**src/rtl/exhaustive_vector_gen.sv**
```systemverilog
// Exhaustive stimulus generator and checker for small combinational blocks.
// Walks every input vector in binary or Gray order and scores the DUT against EXPECT.
module exhaustive_vector_gen #(
  parameter int N_IN  = 4,
  parameter int N_OUT = 2,
  parameter int HOLD  = 20,
  parameter logic [N_OUT*(2**N_IN)-1:0] EXPECT = '0
) (
  input  logic             clk,
  input  logic             rst,
  input  logic             start,
  input  logic             mode_gray,
  output logic [N_IN-1:0]  vec,
  output logic             vec_valid,
  input  logic [N_OUT-1:0] dut_out,
  output logic             busy,
  output logic             done,
  output logic             mismatch,
  output logic [N_IN:0]    err_count,
  output logic [N_IN-1:0]  first_err_vec,
  output logic             first_err_valid
);

  localparam int HW = (HOLD > 1) ? $clog2(HOLD) : 1;
  localparam logic [HW-1:0]   HOLD_LAST = HW'(HOLD - 1);
  localparam logic [HW-1:0]   HOLD_ONE  = 1;
  localparam logic [N_IN-1:0] IDX_LAST  = '1;
  localparam logic [N_IN-1:0] IDX_ONE   = 1;
  localparam logic [N_IN:0]   ERR_ONE   = 1;

  typedef enum logic [1:0] {
    IDLE,
    DRIVE,
    DONE
  } state_t;

  state_t           state_q, state_d;
  logic [N_IN-1:0]  idx_q, idx_d;
  logic [HW-1:0]    hold_q, hold_d;
  logic             gray_q, gray_d;
  logic [N_IN-1:0]  vec_q, vec_d;
  logic             vec_valid_q, vec_valid_d;
  logic             busy_q, busy_d;
  logic             done_q, done_d;
  logic             mismatch_q, mismatch_d;
  logic [N_IN:0]    err_q, err_d;
  logic [N_IN-1:0]  fev_q, fev_d;
  logic             fvalid_q, fvalid_d;

  logic             sample;
  logic             fail;
  logic [N_OUT-1:0] exp_out;
  logic [N_IN-1:0]  idx_nx;

  always_comb begin
    state_d     = state_q;
    idx_d       = idx_q;
    hold_d      = hold_q;
    gray_d      = gray_q;
    vec_d       = vec_q;
    vec_valid_d = vec_valid_q;
    busy_d      = busy_q;
    done_d      = done_q;
    mismatch_d  = 1'b0;
    err_d       = err_q;
    fev_d       = fev_q;
    fvalid_d    = fvalid_q;
    idx_nx      = idx_q + IDX_ONE;
    // EXPECT is indexed by the driven vector, which differs from idx in Gray mode
    exp_out     = EXPECT[int'(vec_q)*N_OUT +: N_OUT];
    sample      = (state_q == DRIVE) && (hold_q == HOLD_LAST);
    fail        = sample && (dut_out != exp_out);

    unique case (state_q)
      IDLE, DONE: begin
        if (start) begin
          state_d     = DRIVE;
          idx_d       = '0;
          hold_d      = '0;
          gray_d      = mode_gray;
          vec_d       = '0;
          vec_valid_d = 1'b1;
          busy_d      = 1'b1;
          done_d      = 1'b0;
          err_d       = '0;
          fvalid_d    = 1'b0;
        end
      end
      DRIVE: begin
        hold_d = hold_q + HOLD_ONE;
        if (sample) begin
          hold_d = '0;
          if (fail) begin
            mismatch_d = 1'b1;
            err_d      = err_q + ERR_ONE;
            if (!fvalid_q) begin
              fev_d    = vec_q;
              fvalid_d = 1'b1;
            end
          end
          if (idx_q != IDX_LAST) begin
            idx_d = idx_nx;
            vec_d = gray_q ? (idx_nx ^ (idx_nx >> 1)) : idx_nx;
          end else begin
            state_d     = DONE;
            done_d      = 1'b1;
            busy_d      = 1'b0;
            vec_valid_d = 1'b0;
          end
        end
      end
      default: state_d = IDLE;
    endcase
  end

  always_ff @(posedge clk) begin
    if (rst) begin
      state_q     <= IDLE;
      idx_q       <= '0;
      hold_q      <= '0;
      gray_q      <= 1'b0;
      vec_q       <= '0;
      vec_valid_q <= 1'b0;
      busy_q      <= 1'b0;
      done_q      <= 1'b0;
      mismatch_q  <= 1'b0;
      err_q       <= '0;
      fev_q       <= '0;
      fvalid_q    <= 1'b0;
    end else begin
      state_q     <= state_d;
      idx_q       <= idx_d;
      hold_q      <= hold_d;
      gray_q      <= gray_d;
      vec_q       <= vec_d;
      vec_valid_q <= vec_valid_d;
      busy_q      <= busy_d;
      done_q      <= done_d;
      mismatch_q  <= mismatch_d;
      err_q       <= err_d;
      fev_q       <= fev_d;
      fvalid_q    <= fvalid_d;
    end
  end

  assign vec             = vec_q;
  assign vec_valid       = vec_valid_q;
  assign busy            = busy_q;
  assign done            = done_q;
  assign mismatch        = mismatch_q;
  assign err_count       = err_q;
  assign first_err_vec   = fev_q;
  assign first_err_valid = fvalid_q;

endmodule

```
**config.mk**
```make
export PLATFORM = sky130hd
export DESIGN_NAME = exhaustive_vector_gen
export DESIGN_NICKNAME = d
export VERILOG_FILES = /design/src/rtl/exhaustive_vector_gen.sv
export SDC_FILE = /design/constraint.sdc
export NUM_CORES = 1
export LEC_CHECK = 0
export CAP_MARGIN = 15
export CORE_ASPECT_RATIO = 0.8
export CORE_MARGIN = 2
export CORE_UTILIZATION = 55
export CTS_CLUSTER_SIZE = 30
export DETAILED_ROUTE_END_ITERATION = 6
export GPL_ROUTABILITY_DRIVEN = 0
export PLACE_DENSITY = 0.89
export SKIP_LAST_GASP = 1
export SLEW_MARGIN = 15
export SYNTH_ARGS = -nofsm -noshare
export SYNTH_HDL_FRONTEND = slang
export SYNTH_SLANG_ARGS = --single-unit
```
**constraint.sdc**
```tcl
create_clock -name clk -period 2.9 [get_ports clk]
set_clock_uncertainty 0.05 [all_clocks]
set_input_delay 0.58 -clock clk [delete_from_list [all_inputs] [get_ports clk]]
set_output_delay 0.58 -clock clk [all_outputs]
set_load 0.02 [all_outputs]
```
==> results by stage, run 1 <==
Yosys:
- Counting every net in the synthesized netlist gives 170.
- A synthesized cell averages 8.28 um2.
- The number of distinct library cells after synthesis is 37.
- Summing every instance area after synthesis gives 0.00133 mm2.
- Summed over all instances, the cell type with the most area after synthesis is dfxtp_1.
- By area the synthesized netlist is led by dfxtp_1, a21oi_1, nand2_1.
- The count of mapped cells out of synthesis is 161.
- For this run, the number of Yosys warnings is 0.
- The register bit count reported by yosys is 28.
- For this run, the register share of the synthesized area comes to between 40% and 50%.
- The share of the synthesized area in the top cell type is 42.0%.

Critical path:
- Along the worst path, the maximum fanout reaches 9.
- The setup path with the least slack is of type reg2reg.
- The element type at the critical path end is a flop.
- The data arrival time of the worst path is 2430 ps.
- For the worst setup path, the data required time is about 3100 ps.
- The startpoint type of the worst setup path is a flop.

Detailed routing:
- The number of iterations in the first detailed-routing pass is 4.
- The post-detailed-route count of antenna-violating nets is 0.
- The met3 wire length is 170 um.
- The total detailed-routing wirelength is 3220 um.
- After detailed routing, the number of remaining DRC violations is 0.
- The wire length the detailed router placed on met1 is between 1000 and 1500 um.
- In the final routed layout, each cell accounts on average for 15.7 um.
- The total via count after detailed routing is approximately 1,300.
- The detailed route wirelength on metal2 is 1570 um.
- The highest metal layer with signal wires is met4.
- The detail-routed via count per cell is between 6 and 7.
- The first routing iteration left 93 violations.

STA:
- Derived from the worst setup path, the maximum achievable clock frequency is 453 MHz.
- The number of pins exceeding their max-slew limit in the final report was 0.
- For the pin with the worst max-slew slack, the measured transition is 766 ps.
- The total count of hold-check failures in the final report is 0.
- In the final timing run, aggregate negative setup slack is 0 ps.
- Setup repair after global routing left no endpoint under its margin.
- The final critical-path share of the clock period is 76.1%.
- The final-report setup violation count is 0.
- The worst pin sits at a relative slew slack of 48.8%.
- The minimum clock period is roughly 2200 ps.
- Setup slack closes at 694 ps.

Placement:
- The number of placed instances, taps included, is 201.
- Buffers placed on the I/O ports in this run total 23.
- The pre-CTS setup slack is 634 ps.
- The half-perimeter wire length after placement is 2250 um.

CTS:
- The quantity of gates resized following cts is 0.
- Buffers inserted to repair hold after CTS numbered 0.
- The clock reaches the later pin of the worst-skew pair after 350 ps.
- CTS placed an instance of clkbuf_4 at the clock tree root.
- TritonCTS built the clock tree.
- In this run, CTS created clock tree buffers numbering 3.
- The deepest level of the CTS H-tree is 1.
- Clock tree synthesis found a total of 28 sinks.
- The clock transition at the registers of the reported paths is 140 ps.
- No sink is reached through more buffers than the 2 on the longest clock path.
- The buffer count from post-CTS setup fixing is 0.

Cells and area:
- The antenna cell count is 0.
- The final layout net count is 190.
- The top cell types in the final layout, fill and taps aside, are dfxtp_1, clkdlybuf4s50_1, nand2_1.
- Across the whole layout, storage elements account for 561 um2.
- From synthesis to final layout, the design area changed by 20.8%.
- In the final layout, the multi-input gates occupy 711 um2.
- The filler cells instantiated in the layout total 182.
- The library cell used most frequently in the layout, excluding fill and tap cells, is dfxtp_1.
- Cells with a size suffix above 1 make up 5.00% of the layout.
- The count of cells in the finished layout, fillers not included, comes to 205.
- The final cell utilization of the core is slightly above 70%.

Status:
- The flow ran to the end, and the final reports show no timing, DRC or antenna violations.

Die:
- The floorplan step set the die width to 59.1 um.
- The die is just under 50 um tall.
- The floorplan step defined a die boundary enclosing ~0.0028 mm2.
- After floorplanning, the core was divided into 15 placement rows.
- The initial utilization of the core area, before any placement, comes to 59.7%.
- In this run the count of I/O pins placed on the die edge is 24.
- The floorplan step defined a core boundary enclosing 0.00223 mm2.

GRT:
- The total track usage is around a quarter.
- The via count of the first global-routing pass came to 1,181.
- The total overflow reported by the global router is 0.
- The number of antenna violations at the first check in global routing is 0.
- The first global-routing pass estimated approximately 5200 um of wire.
- Entering global routing, the biggest net connects 18 pins.

Pwr:
- The power per standard cell area is 442 mW/mm2.
- The total power after layout is 713 uW.
- IR analysis of the VDD net gives a maximum drop of 0.370 mV.
- In this run the static leakage power is 0.000519 uW.

Run:
- Across the run, the number of max-cap violations was 0.

Hold path:
- The worst hold path class is reg2reg.
final timing paths:
| check | startpoint | endpoint | slack [ps] | depth (start not counted) |
|---|---|---|---|---|
| worst max register to register | hold_q[0] | err_count[3] | 690 | 5 |
| worst min-delay path | done | done | 430 | 2 |
| worst max-delay path | hold_q[0] | err_count[3] | 690 | 5 |
| worst min register to register | done | done | 430 | 2 |
cell families (layout without fill, tap and decap cells):
| family | Yosys count | count (layout) | share of synthesized area (%) |
|---|---|---|---|
| and+or+nand+nor | 64 | 64 | 26.0 |
| AOI/OAI and AO/OA | 48 | 48 | 21.6 |
| DFF | 28 | 28 | 42.0 |
| buffers and inverters | 14 | 33 | 4.69 |
| adders and majority gates | 3 | 3 | 2.81 |
| muxes | 3 | 3 | 2.25 |
| xor gates and xnor gates | 1 | 1 | 0.657 |
cell usage after synthesis:
library cell and number:
a2111oi_0 1, a211o_1 1, a21o_1 1, a21oi_1 18, a22oi_1 2, a31oi_1 6
a32o_1 1, a41oi_1 1, and2_1 1, and4bb_2 1, buf_2 1, buf_4 2
clkbuf_1 5, clkbuf_2 1, dfxtp_1 28, ha_1 3, inv_1 5, mux2i_1 3
nand2_1 19, nand2b_1 2, nand3_1 10, nand3b_1 3, nand4_1 2, nand4b_1 1
nand4bb_4 1, nor2_1 10, nor2b_1 4, nor3_1 4, nor4_1 1, o211ai_1 1
o21ai_0 12, o31a_2 1, o31ai_1 2, o41ai_1 1, or3_1 4, or3b_2 1
xor2_1 1
critical path, cell delays in order, from the launching register on:
cell       delay [ps]
dfxtp_1           450
ha_1              330
nand4bb_4         180
or3_1             530
or3_1             430
a31oi_1           170
final cells by class:
class | count | share of cell area, %
clock buffer | 3 | 1.40
clock inverter | 1 | 1.86
inverter | 5 | 1.16
multi-input combinational | 119 | 44.1
sequential | 28 | 34.8
tap | 25 | 1.94
timing repair buffer | 24 | 14.8
metal layers:
metal / vias to the layer above / track usage, %
li1: 627 / -
met1: 594 / 29.4
met2: 36 / 43.6
met3: 6 / 6.49
met4: 0 / 10.5
met5: - / 0
stage by stage:
stage | hold slack [ps] | cell area [um2]
floorplan | 446 | 1330
global placement | 401 | 1560
detailed placement | 403 | 1560
CTS | 430 | 1610
global route | 457 | 1610
finish | 429 | 1610
state kept, by name, summed over array words and instances, names as in the netlist:
name and flops:
busy 1, done 1, err_count 5, first_err_valid 1, first_err_vec 4, gray_q 1
hold_q 5, idx_q 4, mismatch 1, state_q 2, vec 3
power by group:
part	internal [uW]	total, uW	switching, uW	leakage [uW]
combinational	19.5	52.9	33.4	0.000265
clock	140	265	125	0.0000279
sequential	390	395	5.58	0.000226
Note: power is estimated with default switching activity, not from simulation.
==> inputs of run 2 (changes only) <==
- CORE_UTILIZATION: 55 -> 51
- PLACE_DENSITY: 0.89 -> 0.84
- clock period: 2.9 -> 2.05 ns (I/O delays scaled with it)
==> run 2 against run 1 <==
- core utilization fell by 3.7 points
- combinational power grew 59%
- final area grew 4.6%
- non-clock buffer count up 6
- register-to-register slack worse by 540 ps
- clock power rose by 40%
- hold slack worse by 9.0 ps
- via count grew 3.9%
- die area up 7.2%
- critical path depth is 4 lower
- sequential cell count did not move
- critical path type is now reg2out
- largest cell class unchanged
- setup slack worse by 580 ps
==> results by stage, run 2 (synthesis results as in run 1) <==
Critical path:
- The terminus of the critical flop-to-flop path is err_count[4] (was err_count[3]).
- The data arrival time of the worst path came to 1480 ps (was 2430 ps).
- The worst reg-to-reg path cell count is 5 (unchanged).
- The slowest cell on the critical path is clkdlybuf4s50_1 (was or3_1).
- The required time reported for the critical path endpoint is 1590 ps (was 3130 ps).
- The delay of the slowest cell on the worst path is 670 ps (was 530 ps).
- The gate family responsible for the most delay along the worst path is buffers and inverters (was simple AND/OR/NAND/NOR gates).
- Cells along the critical path: clkdlybuf4s50_1 (was ha_1 -> nand4bb_4 -> or3_1 -> or3_1 -> a31oi_1).
- The biggest fanout along the worst timing path is 7 (was 9).
- The type of the worst setup path is reg2out (was reg2reg).
- The launch point of the critical path is first_err_valid (was hold_q[0]).
- The slack of the worst reg-to-reg path was 150 ps (was 690 ps).
- The element type at the critical path end is an output pin (was flop).
- The critical path buffer and inverter count is 1 (was 0).
- The startpoint of the worst register-to-register path is hold_q[1] (was hold_q[0]).
- The startpoint type of the worst setup path is a flop (unchanged).

Hold path:
- The beginning of the worst hold path is done (unchanged).
- The cell count of the worst hold path is 2 (unchanged).
- The capture endpoint of the worst hold path is done (unchanged).
- The worst hold path class is reg2reg (unchanged).

Cells and area:
- The final layout net count is 196 (was 190).
- The share of final-layout standard cells stronger than drive strength 1 came to 9.68% (was 5.00%).
- The antenna cell count is 0 (unchanged).
- The most frequent standard cell in the layout excluding fill and tap cells is dfxtp_1 (unchanged).
- Commonest cells after routing, fill and taps aside: dfxtp_1, clkdlybuf4s50_1, nand2_1 (unchanged).
- The fill cell total of the finished layout is 210 (was 182).
- The post-synthesis to final-layout area growth is 26.4% (was 20.8%).
- The final design instance area without fill was 0.00169 mm2 (was 0.00161 mm2).

Detailed routing:
- The number of iterations in the first detailed-routing pass was 4 (unchanged).
- The detail-routed via count per cell is 5.91 (was 6.16).
- The detailed-route wire length per cell is 14.8 um (was 15.7 um).
- The total detailed-routing wirelength is 3290 um (was 3220 um).
- The initial detailed-routing violation count is 139 (was 93).
- The total via count after detailed routing is 1,312 (was 1,263).
- The detailed-route DRC error count is 0 (unchanged).
- The post-detailed-route count of antenna-violating nets is 0 (unchanged).

CTS:
- The buffer count from post-CTS setup fixing is 0 (unchanged).
- The later-pin clock latency in the skew report is 340 ps (was 350 ps).
- The maximum buffer depth of the clock tree is 2 (unchanged).
- The CTS tree was done (unchanged).
- The root buffer cell is clkbuf_4 (unchanged).
- The number of buffers inserted during clock tree synthesis is 3 (unchanged).
- The count of hold buffers inserted by post-cts repair is 0 (unchanged).
- The deepest level of the CTS H-tree came to 1 (unchanged).
- The clock transition at the registers of the reported paths came to 160 ps (was 140 ps).
- The quantity of gates resized following cts is 0 (unchanged).
- The total clock sinks is 28 (unchanged).

STA:
- Subtracting the final worst setup slack from the clock period gives 1940 ps.
- The normalized max-slew margin was 64.6% (was 48.8%).
- For this run, the top clock speed supported by timing is around 520 MHz.
- The final-report setup violation count is 0 (unchanged).
- The setup TNS is 0 ps (unchanged).
- Unrepaired setup endpoints after global routing: no (unchanged).
- After layout, the worst path uses 94.5% of the clock period.
- The total count of hold-check failures in the final report is 0 (unchanged).
- The number of pins exceeding their max-slew limit in the final report is 0 (unchanged).
- The slew at the pin with the worst max-slew slack is 526 ps (was 766 ps).
- The minimum hold slack is 420 ps (was 429 ps).

Pwr:
- The largest vdd supply drop is 0.479 mV (was 0.370 mV).
- The total power after layout is 1010 uW (was 713 uW).
- The leakage dissipation was 0.000546 uW (was 0.000519 uW).
- The power per standard cell area was 602 mW/mm2 (was 442 mW/mm2).

Placement:
- The number of port buffers is 23 (unchanged).
- The half-perimeter wire length after placement is 2340 um (was 2250 um).
- The standard cell area after detailed placement is 0.00162 mm2 (was 0.00156 mm2).

Die:
- The number of placement rows is 16 (was 15).
- The full die area is 0.00304 mm2 (was 0.00284 mm2).
- The number of primary I/O pins was 24 (unchanged).
- The initial core utilization came to 54.2% (was 59.7%).
- The horizontal extent of the die is 61.2 um (was 59.1 um).
- The die height is 49.7 um (was 48.0 um).
- The core region area is 0.00246 mm2 (was 0.00223 mm2).

GRT:
- The via count of the first global-routing pass was 1,236 (was 1,181).
- The total track usage is 23.6% (was 24.8%).
- The maximum number of pins on one net before global-route repair was 17 (was 18).
- The wire length of the first global-routing pass is 5500 um (was 5170 um).
- The number of antenna violations at the first check in global routing is 0 (unchanged).
- The total overflow reported by the global router was 0 (unchanged).

Run:
- The max-capacitance violation count was 0 (unchanged).

Status:
- Result of the run: finished clean (unchanged).
-- run 2: changes by cell type in the layout (fill, tap and decap cells not counted), sizes merged --
cell / change
buf: +6
-- run 2: worst max path at each step --
stage	endpoint	slack [ps]	depth (start not counted)
6_report	first_err_valid	110	1
5_1_grt	err_count[3]	50	5
4_1_cts	err_count[4]	20	5
3_5_place_dp	err_count[3]	90	5
3_3_place_gp	err_count[4]	170	5
2_1_floorplan	err_count[4]	160	6
-- run 2: layout make-up --
type	count	area, um2	area share (%)
timing repair buffer	30	283	16.8
clock buffer	3	22.5	1.34
tap	36	45.0	2.67
clock inverter	1	30.0	1.78
multi-input combinational	119	723	42.9
inverter	5	18.8	1.11
sequential	28	563	33.4
-- run 2: tightest hold or removal path, cell delays in order, from the launching register on --
cell and delay [ps]:
dfxtp_1 340, nand2_1 50, a21oi_1 50
-- run 2: per-stage QoR --
stage | worst slack [ps] | util, % | std cells
after detailed placement | 94.3 | 65.7 | 218
after global routing | 46.7 | 68.4 | 222
final | 113 | 68.4 | 222
after CTS | 24.1 | 67.8 | 222
after floorplan | 159 | - | 161
after global placement | 173 | 65.7 | 218
-- run 2: layer usage --
layer / vias up / part of all wire (%) / global-route usage [%]
met5: - / 0 / 0
met4: 0 / 0.49 / 5.07
met3: 2 / 4.8 / 5.51
met2: 31 / 50 / 38.1
met1: 642 / 45 / 31.7
li1: 637 / - / -
-- run 2: report_power, final --
group | switching [uW] | internal [uW]
sequential | 8.76 | 552
clock | 172 | 198
combinational | 49.0 | 35.2
==> inputs of run 3 (changes only) <==
- ABC_AREA: unset -> 1
- CORE_ASPECT_RATIO: 0.8 -> unset
==> run 3 against run 2 <==
- setup slack got worse by 19 ps
- register-to-register slack better by 280 ps
- highest routed layer unchanged
- global-route usage decreased by 2.9 points
==> results by stage, run 3 <==
Pwr:
- The leakage dissipation was 0.000669 uW (was 0.000546 uW).
- The switching fraction of total power came to 24.3% (was 22.6%).
- The net load switching power is 257 uW (was 229 uW).
- The power per standard cell area is 638 mW/mm2 (was 602 mW/mm2).
- The largest vdd supply drop is 0.487 mV (was 0.479 mV).
- The sequential cell fraction of total power is 53.8% (was 55.3%).
- The design internal power was 800 uW (was 785 uW).
- The portion of total power attributed to combinational logic came to 11.4% (was 8.3%).
- The clock share of power is 34.8% (was 36.4%).

CTS:
- The deepest level of the CTS H-tree is 1 (unchanged).
- The CTS tree is done (unchanged).
- The total clock sinks is 28 (unchanged).
- The clock transition at the registers of the reported paths is 160 ps (about the same).
- The root buffer cell is clkbuf_4 (unchanged).
- The count of hold buffers inserted by post-cts repair came to 0 (unchanged).
- The maximum buffer depth of the clock tree is 2 (unchanged).
- The buffer count from post-CTS setup fixing was 0 (unchanged).
- The number of buffers inserted during clock tree synthesis was 3 (unchanged).
- The quantity of gates resized following cts was 0 (unchanged).
- The later-pin clock latency in the skew report is 340 ps (about the same).

Yosys:
- The count of mapped cells out of synthesis is 180 (was 161).
- The leading cell type by number of instances after synthesis is nand2_1 (was dfxtp_1).
- Leading cell types by count after synthesis: nand2_1, dfxtp_1, a21oi_1 (was dfxtp_1, nand2_1, a21oi_1).
- The share of the synthesized area in the top cell type came to 41.1% (was 42.0%).
- The commonest register cell after synthesis is dfxtp_1 (unchanged).
- The library cell occupying the most area in the post-synthesis netlist is dfxtp_1 (unchanged).
- The synthesized netlist net count is 189 (was 170).
- The fraction of synthesis flops using an asynchronous set or reset pin is 0% (unchanged).
- The number of distinct library cells after synthesis is 30 (was 37).
- The post-synthesis instance area came to 0.00136 mm2 (was 0.00133 mm2).
- The sequential cell area fraction in the yosys report came to 41.1% (was 42.0%).
- The number of synthesized flops with an enable pin came to 0 (unchanged).
- The number of warnings printed during yosys synthesis is 0 (unchanged).
- The average instance area after synthesis is 7.58 um2 (was 8.28 um2).
- Area contributors post-synth: dfxtp_1, nand2_1, a21oi_1 (was dfxtp_1, a21oi_1, nand2_1).
- The register bit count reported by yosys is 28 (unchanged).

STA:
- The normalized max-slew margin is 75.4% (was 64.6%).
- Unrepaired setup endpoints after global routing: no (unchanged).
- The final critical-path share of the clock period is 95.4% (was 94.5%).
- The total count of hold-check failures in the final report is 0 (unchanged).
- The minimum clock period came to 1960 ps (was 1940 ps).
- The slew at the pin with the worst max-slew slack is 369 ps (was 526 ps).
- The setup TNS is 0 ps (unchanged).
- The number of pins exceeding their max-slew limit in the final report is 0 (unchanged).
- The minimum hold slack was 436 ps (was 420 ps).
- The final-report setup violation count is 0 (unchanged).
- The maximum operating frequency is 511 MHz (was 516 MHz).

Detailed routing:
- The total detailed-routing wirelength was 2990 um (was 3290 um).
- The initial detailed-routing violation count is 32 (was 139).
- The number of iterations in the first detailed-routing pass is 5 (was 4).
- The total via count after detailed routing is 1,265 (was 1,312).
- The post-detailed-route count of antenna-violating nets is 0 (unchanged).
- The detailed-route DRC error count is 0 (unchanged).
- The detailed-route wire length per cell is 12.9 um (was 14.8 um).
- The detail-routed via count per cell is 5.45 (was 5.91).

GRT:
- The wire length of the first global-routing pass is 5240 um (was 5500 um).
- The total track usage came to 20.7% (was 23.6%).
- The maximum number of pins on one net before global-route repair is 18 (was 17).
- The total overflow reported by the global router is 0 (unchanged).
- The via count of the first global-routing pass is 1,172 (was 1,236).
- The number of antenna violations at the first check in global routing is 0 (unchanged).

Cells and area:
- The antenna cell count is 0 (unchanged).
- The final layout net count is 212 (was 196).
- The most frequent standard cell in the layout excluding fill and tap cells was nand2_1 (was dfxtp_1).
- The post-synthesis to final-layout area growth came to 21.6% (was 26.4%).
- The final cell utilization of the core came to 66.3% (was 68.4%).
- The area taken by multi-input logic gates is 674 um2 (was 723 um2).
- The share of final-layout standard cells stronger than drive strength 1 is 11.9% (was 9.68%).
- The combined flip-flop and latch cell area is 561 um2 (was 563 um2).
- The final design instance area without fill is 0.00166 mm2 (was 0.00169 mm2).
- Commonest cells after routing, fill and taps aside: nand2_1, dfxtp_1, clkdlybuf4s50_1 (was dfxtp_1, clkdlybuf4s50_1, nand2_1).
- The fill cell total of the finished layout is 199 (was 210).

Placement:
- The half-perimeter wire length after placement was 2110 um (was 2340 um).
- The number of port buffers came to 23 (unchanged).
- The standard cell area after detailed placement is 0.00161 mm2 (was 0.00162 mm2).

Hold path:
- The capture endpoint of the worst hold path is done (unchanged).
- The beginning of the worst hold path is done (unchanged).
- The worst hold path class is reg2reg (unchanged).
- The cell count of the worst hold path is 2 (unchanged).

Die:
- The number of placement rows was 18 (was 16).
- The full die area is 0.00310 mm2 (was 0.00304 mm2).
- The number of primary I/O pins is 24 (unchanged).
- The die height is 55.7 um (was 49.7 um).
- The horizontal extent of the die is 55.7 um (was 61.2 um).
- The core region area is 0.00250 mm2 (was 0.00246 mm2).
- The initial core utilization is 54.6% (was 54.2%).

Run:
- The max-capacitance violation count came to 0 (unchanged).

Critical path:
- The element type at the critical path end is an output pin (unchanged).
- The data arrival time of the worst path is 1500 ps (was 1480 ps).
- The critical path buffer and inverter count is 1 (unchanged).
- The terminus of the critical flop-to-flop path is first_err_vec[2] (was err_count[4]).
- The biggest fanout along the worst timing path is 3 (was 7).
- Cells along the critical path: clkdlybuf4s50_1 (unchanged).
- The slack of the worst reg-to-reg path is 430 ps (was 150 ps).
- The startpoint of the worst register-to-register path is hold_q[0] (was hold_q[1]).
- The slowest cell on the critical path is clkdlybuf4s50_1 (unchanged).
- The startpoint type of the worst setup path is a flop (unchanged).
- The type of the worst setup path is reg2out (unchanged).
- The required time reported for the critical path endpoint came to 1590 ps (about the same).
- The gate family responsible for the most delay along the worst path is buffers and inverters (unchanged).
- The worst reg-to-reg path cell count is 8 (was 5).
- The delay of the slowest cell on the worst path came to 660 ps (was 670 ps).

Status:
- Result of the run: finished clean (unchanged).
## run 3: kinds of logic after synthesis
logic type,count (synthesis),share of synthesized area [%]
DFF,28,41.1
buffers and inverters,30,9.45
AOI/OAI and AO/OA,34,14.3
xor gates and xnor gates,4,2.57
adders and majority gates,3,2.75
and+or+nand+nor,81,29.8
## run 3: through the flow
step                      instances  total power [uW]  setup WS, ps
after global routing            232              1090          52.1
after detailed placement        228               699           290
after floorplan                 180               664           684
after global placement          228               698           329
final                           232              1060          94.3
after CTS                       232              1060          90.8
## run 3: power groups by stage
stage	clock (uW)	combinational, uW	sequential [uW]
floorplan	0	79.6	584
global placement	0	119	579
detailed placement	0	120	580
CTS	373	121	568
global route	385	135	571
finish	368	121	568
## run 3: worst max-delay path by stage
stage,start,endpoint,slack [ps],cells past startpoint
floorplan,hold_q[0],first_err_vec[0],680,8
global placement,start,hold_q[4],330,6
detailed placement,dut_out[1],first_err_vec[2],290,8
CTS,first_err_valid,first_err_valid,90,1
global route,first_err_valid,first_err_valid,50,1
finish,first_err_valid,first_err_valid,90,1
## run 3: routing by layer
layer / GRT usage (%) / wire length, um
met1: 26.0 / 1330
met2: 35.9 / 1460
met3: 3.02 / 177
met4: 7.32 / 28
met5: 0 / 0
## run 3: cell type report
class | instances | share of cell area (%)
Multi-Input combinational cell | 122 | 40.7
Clock inverter | 1 | 1.81
Sequential cell | 28 | 33.8
Clock buffer | 3 | 1.36
Inverter | 24 | 5.74
Tap cell | 30 | 2.26
Timing Repair Buffer | 24 | 14.3
## run 3: worst register-to-register path, delay by kind of cell (launching register included)
family	cells	cell delay [ps]
buffers and inverters	1	70
DFF	1	400
and+or+nand+nor	6	780
adders and majority gates	1	240
